==> config.mk <==
export PLATFORM = sky130hd
export DESIGN_NAME = arith_mult_acc
export DESIGN_NICKNAME = d
export VERILOG_FILES = /design/src/rtl/arith_mult_acc_pkg.sv /design/src/rtl/arith_mult_acc.sv
export SDC_FILE = /design/constraint.sdc
export NUM_CORES = 1
export LEC_CHECK = 0
export BUFFER_PORTS_ARGS = -buffer_cell sky130_fd_sc_hd__buf_2
export CORE_MARGIN = 2
export CORE_UTILIZATION = 40
export CTS_BUF_LIST = sky130_fd_sc_hd__clkbuf_8
export DETAILED_ROUTE_END_ITERATION = 7
export SETUP_SLACK_MARGIN = 0.4
export SYNTH_ARGS = -nofsm -noshare
export SYNTH_HDL_FRONTEND = slang
export SYNTH_SLANG_ARGS = --single-unit
==> constraint.sdc <==
create_clock -name clk -period 12 [get_ports clk]
set_input_delay 1.2 -clock clk [delete_from_list [all_inputs] [get_ports clk]]
set_output_delay 1.2 -clock clk [all_outputs]
set_load 0.03 [all_outputs]
==> src/rtl/arith_mult_acc_pkg.sv <==
// Shared types and helpers for the product-stream accumulator.
package arith_mult_acc_pkg;

  // Accumulator FSM: waiting for a start-of-packet, or summing an open packet.
  typedef enum logic [0:0] {
    ST_IDLE,
    ST_ACC
  } acc_state_e;

  // Width of a term counter that must represent 0..max_terms inclusive.
  function automatic int unsigned get_cnt_w(input int unsigned max_terms);
    return (max_terms < 1) ? 1 : $clog2(max_terms + 1);
  endfunction

endpackage

==> src/rtl/arith_mult_acc.sv <==
// Packet accumulator fed by the multiplier core: sums consecutive products
// between sop and eop and emits sum, term count, sop side data and overflow.
module arith_mult_acc
  import arith_mult_acc_pkg::*;
#(
  parameter int unsigned OP_W      = 32,
  parameter int unsigned ACC_W     = 48,
  parameter int unsigned MAX_TERMS = 256,
  parameter int unsigned SIDE_W    = 8
) (
  input  logic                              clk,
  input  logic                              a_rst,
  input  logic                              in_avail,
  input  logic [OP_W-1:0]                   in_z,
  input  logic                              in_sop,
  input  logic                              in_eop,
  input  logic [SIDE_W-1:0]                 in_side,
  output logic                              out_avail,
  output logic [ACC_W-1:0]                  out_acc,
  output logic [get_cnt_w(MAX_TERMS)-1:0]   out_cnt,
  output logic [SIDE_W-1:0]                 out_side,
  output logic                              out_ovf,
  output logic                              err_seq
);

  localparam int unsigned   CntW   = get_cnt_w(MAX_TERMS);
  localparam int unsigned   SumW   = ACC_W + 1;
  localparam logic [CntW-1:0] MaxCnt = CntW'(MAX_TERMS);
  localparam logic [CntW-1:0] OneCnt = CntW'(1);

  // Reject parameterisations the datapath cannot represent.
  if (ACC_W < OP_W) begin : gen_chk_acc_w
    $error("arith_mult_acc: ACC_W must be >= OP_W");
  end
  if (MAX_TERMS < 1) begin : gen_chk_max_terms
    $error("arith_mult_acc: MAX_TERMS must be >= 1");
  end
  if (SIDE_W < 1) begin : gen_chk_side_w
    $error("arith_mult_acc: SIDE_W must be >= 1");
  end

  // Packet state.
  acc_state_e          state_q, state_d;
  logic [ACC_W-1:0]    acc_q, acc_d;
  logic [CntW-1:0]     cnt_q, cnt_d;
  logic [SIDE_W-1:0]   side_q, side_d;
  logic                ovf_q, ovf_d;

  // Registered result and error outputs.
  logic                out_avail_q, out_avail_d;
  logic [ACC_W-1:0]    out_acc_q, out_acc_d;
  logic [CntW-1:0]     out_cnt_q, out_cnt_d;
  logic [SIDE_W-1:0]   out_side_q, out_side_d;
  logic                out_ovf_q, out_ovf_d;
  logic                err_seq_q, err_seq_d;

  // One extra bit above the accumulator captures the carry-out of each add.
  logic [ACC_W:0]      z_ext;
  logic [ACC_W:0]      sum;
  logic [ACC_W-1:0]    z_acc;

  assign z_ext = SumW'(in_z);
  assign z_acc = ACC_W'(in_z);
  assign sum   = {1'b0, acc_q} + z_ext;

  // Next-state: packet framing, accumulation and result/error generation.
  always_comb begin
    state_d     = state_q;
    acc_d       = acc_q;
    cnt_d       = cnt_q;
    side_d      = side_q;
    ovf_d       = ovf_q;
    out_avail_d = 1'b0;
    out_acc_d   = out_acc_q;
    out_cnt_d   = out_cnt_q;
    out_side_d  = out_side_q;
    out_ovf_d   = out_ovf_q;
    err_seq_d   = 1'b0;

    if (in_avail) begin
      unique case (state_q)
        ST_IDLE: begin
          // A continuation beat with no open packet is dropped.
          if (!in_sop) begin
            err_seq_d = 1'b1;
          end
        end
        ST_ACC: begin
          if (in_sop) begin
            // Open packet is abandoned; the sop beat is handled below.
            err_seq_d = 1'b1;
          end else begin
            acc_d = sum[ACC_W-1:0];
            ovf_d = ovf_q | sum[ACC_W];
            if (cnt_q == MaxCnt) begin
              // Term limit exceeded: keep summing, pin the count, flag it.
              ovf_d     = 1'b1;
              err_seq_d = 1'b1;
            end else begin
              cnt_d = cnt_q + OneCnt;
            end
            if (in_eop) begin
              out_avail_d = 1'b1;
              out_acc_d   = acc_d;
              out_cnt_d   = cnt_d;
              out_side_d  = side_q;
              out_ovf_d   = ovf_d;
              state_d     = ST_IDLE;
            end
          end
        end
        default: begin
          state_d = ST_IDLE;
        end
      endcase

      // Start of packet, from either state.
      if (in_sop) begin
        if (in_eop) begin
          out_avail_d = 1'b1;
          out_acc_d   = z_acc;
          out_cnt_d   = OneCnt;
          out_side_d  = in_side;
          out_ovf_d   = 1'b0;
          state_d     = ST_IDLE;
        end else begin
          acc_d   = z_acc;
          cnt_d   = OneCnt;
          side_d  = in_side;
          ovf_d   = 1'b0;
          state_d = ST_ACC;
        end
      end
    end
  end

  // State and output registers; reset clears everything and drops any open packet.
  always_ff @(posedge clk or posedge a_rst) begin
    if (a_rst) begin
      state_q     <= ST_IDLE;
      acc_q       <= '0;
      cnt_q       <= '0;
      side_q      <= '0;
      ovf_q       <= 1'b0;
      out_avail_q <= 1'b0;
      out_acc_q   <= '0;
      out_cnt_q   <= '0;
      out_side_q  <= '0;
      out_ovf_q   <= 1'b0;
      err_seq_q   <= 1'b0;
    end else begin
      state_q     <= state_d;
      acc_q       <= acc_d;
      cnt_q       <= cnt_d;
      side_q      <= side_d;
      ovf_q       <= ovf_d;
      out_avail_q <= out_avail_d;
      out_acc_q   <= out_acc_d;
      out_cnt_q   <= out_cnt_d;
      out_side_q  <= out_side_d;
      out_ovf_q   <= out_ovf_d;
      err_seq_q   <= err_seq_d;
    end
  end

  assign out_avail = out_avail_q;
  assign out_acc   = out_acc_q;
  assign out_cnt   = out_cnt_q;
  assign out_side  = out_side_q;
  assign out_ovf   = out_ovf_q;
  assign err_seq   = err_seq_q;

endmodule

==> impl_metrics.csv <==
group,metric,value,unit
timing,finalCritPeriodShare,0.3277,
global_routing,overflow,0,
floorplanning,rows,51,
outcome,status,"finished clean",
timing,setup_ws,8.068,ns
setup_path,worstPathRequired,12.39,ns
cts,htreeDepth,4,
setup_path,end_kind,"flip-flop",
timing,worst_pin_slew,1.130,ns
cts,postCtsSetupRepairBufs,0,
cts,insertion_delay,0.46,ns
cts,cts.sinks,135,
cts,cts_tree,"done",
detailed_routing,wl,24.08,mm
global_routing,antenna_found_initial,0,
setup_path,path_cells,"buf_2, buf_4, inv_1, nor2_1, nand2_1, or4_1, nand3_1",
cells_and_area,area_growth,14.45,%
worst_hold_path,holdCritPathClass,"flip-flop to flip-flop",
detailed_routing,antenna_left,0,
power_and_ir_drop,p_leak,4.031,nW
run,max_cap_viol_count,0,
global_routing,grt_pass1_vias,7096,
timing,finalClockSkew,0.01078,ns
cells_and_area,diodes,0,
power_and_ir_drop,max-vdd-ir-drop,0.00007239,V
synth,synthXorXnorAreaFrac,0.05340,
synth,avgSynthCellArea,8.688,µm²
cts,cts_hold_buf,0,
place,dp_slack,7.692,ns
timing,tns,0,ns
synth,synth-seq-cells,135,
synth,synth_compound_area_frac,0.2634,
setup_path,startpoint_type,"input port",
setup_path,path_max_fanout,33,
global_routing,grt_use_total,0.2294,
cells_and_area,stdcell_count,1297,
synth,synth-simple-area-share,0.1703,
detailed_routing,vias_per_cell,5.732,
synth,syn_area,0.008036,mm²
floorplanning,die_h,145.7,µm
place,portBuffers,112,
synth,synth_nets,1005,
synth,synth_top_family_by_area,"compound AO/OA/AOI/OAI gates",
synth,synth.area.mux_share,0.002491,
setup_path,crit_type,"input port to flip-flop",
floorplanning,start_util,0.4102,
timing,hold_viol,0,
synth,synth_edf_count,0,
cts,cts_buffers,17,
synth,synth_top_flop_cell,"dfrtp_1",
synth,synthAdderAreaFrac,0.05543,
synth,syn_inst,925,
timing,slew_violations,0,
setup_path,cp.arrival,4.33,ns
place,post-place-cells,1265,
synth,synth_warnings,0,
global_routing,grt_first_pass_wirelength,39.03,mm
floorplanning,core,0.01959,mm²
floorplanning,num_io_pins,113,
setup_path,r2r_slack,8.86,ns
timing,max_clock_freq,254.3,MHz
cells_and_area,fin_nets,1099,
cts,clk_pin_slew,0.08,ns
power_and_ir_drop,power_density,177.6,mW/mm²
timing,max_slew_margin,0.2448,
cells_and_area,layout-drive-gt1-share,0.1734,
cts,clock_path_buffers,2,
place,gp_congestion,0.9065,
setup_path,max_stage_delay,0.88,ns
cts,ctsResizeCount,0,
timing,fin_crit,3.932,ns
detailed_routing,routed-via-count,7434,
timing,rsz0062_at_grt,"false",
detailed_routing,drc,0,
timing,setup_viol,0,
detailed_routing,drt-pass1-iter-count,5,
place,dp_hpwl,16.48,mm
floorplanning,dieArea,0.02124,mm²
setup_path,cp_slowest_cell,"nand2_1",
detailed_routing,wl_per_cell,18.57,µm
floorplanning,die_w,145.7,µm
cts,clock-root-buffer,"clkbuf_8",
synth,yosysSeqAreaShare,0.4204,
global_routing,grt_max_degree,70,
synth,async_flop_share,1.000,
detailed_routing,drt_iter0_markers,542,
synth,synth_cell_types,70,
-- synth_stat cells (5+ instances only) --
cell,count,area [µm²]
dfrtp_1,135,3378
nand2_1,106,397.9
a21oi_1,96,480.5
nor2_1,96,360.4
o21ai_0,76,380.4
o22ai_1,44,275.3
clkbuf_1,36,135.1
ha_1,34,425.4
xnor2_1,31,271.5
inv_1,23,86.33
xor2_1,18,157.7
and3_1,17,106.4
nand3_1,16,80.08
o21ai_1,13,65.06
a21o_1,12,90.09
nor3_1,10,50.05
o21a_1,10,75.07
nand4_1,9,56.30
o211ai_1,9,67.56
a31oi_1,8,50.05
nor2b_1,7,43.79
nand2b_1,6,37.54
nor3_2,6,60.06
o32ai_1,6,52.55
a211oi_1,5,37.54
a22oi_1,5,37.54
buf_1,5,18.77
o31a_1,5,43.79
o31ai_1,5,37.54
or4_1,5,37.54
-- state kept, by name, indices dropped and copies added (netlist names) --
register   count
state_q        1
err_seq        1
out_ovf        1
cnt_q          9
out_cnt        9
acc_q         48
side_q         8
ovf_q          1
out_avail      1
out_acc       48
out_side       8
-- cell usage in the layout (no fill, tap or decap), types with 9 or more instances in the layout --
cell	count
dfrtp_1	135
buf_2	112
nand2_1	106
a21oi_1	95
nor2_1	95
o21ai_0	75
o22ai_1	44
ha_1	34
xnor2_1	31
inv_1	25
xor2_1	18
clkbuf_8	18
and3_1	17
nand3_1	16
o21ai_1	13
a21o_1	12
o21a_1	10
nor3_1	10
buf_4	10
nand4_1	9
o211ai_1	9
-- through the flow --
step | cell area (µm²) | utilization | hold slack [ns] | total power [mW]
4_1_cts | 9198 | 0.4695 | 0.4857 | 1.640
3_5_place_dp | 8837 | 0.4511 | 0.4633 | 1.280
6_report | 9198 | 0.4695 | 0.4739 | 1.633
3_3_place_gp | 8837 | 0.4511 | 0.4578 | 1.276
5_1_grt | 9198 | 0.4695 | 0.4941 | 1.746
2_1_floorplan | 8036 | - | 0.4464 | 1.101
-- report_power, final --
group	switching [mW]	total, mW	leakage, nW	internal, mW
clock network	0.188	0.354	0.185	0.166
logic	0.442	0.687	2.18	0.245
registers	0.0572	0.592	1.66	0.535
total	0.687	1.63	4.03	0.946
-- area by class of cell --
type / instances / area [µm²]
clock inverter: 14 / 112.6
multi-input combinational: 718 / 4393
inverter: 25 / 98.84
tap: 265 / 331.6
timing repair buffer: 122 / 635.6
sequential: 135 / 3378
clock buffer: 18 / 247.7
fill: 1999 / 10390
-- cells by family after synthesis --
group,after synthesis
compound gates,335
xor+xnor,49
fa+ha+maj,35
buf+inv,72
flops,135
mux,2
simple gates,297
-- routing by layer --
metal  vias up  part of all wire  routed length, µm  global-route usage
met2       227              0.46              11000              0.3608
met1      3616              0.47              11240              0.3271
met5         -                 0                  0                   0
met3        30             0.058               1400             0.03856
met4         0             0.018                437             0.06471
li1       3561                 -                  -                   -
-- worst max-delay path: cells and delay by family --
kind / cells / cell delay [ns]
and+or+nand+nor: 4 / 2.35
buffers and inverters: 3 / 0.74
-- final timing paths --
kind                       cells after the start          end        start
setup / recovery                               7  out_acc[36]     in_avail
hold / removal                                 2  out_acc[44]  out_acc[44]
setup reg to reg                              11  out_acc[36]     acc_q[0]
hold reg to reg                                2  out_acc[44]  out_acc[44]
max in group asynchronous                      3    acc_q[13]        a_rst
min in group asynchronous                      2  out_side[6]        a_rst
Note: power is estimated with default switching activity, not from simulation.
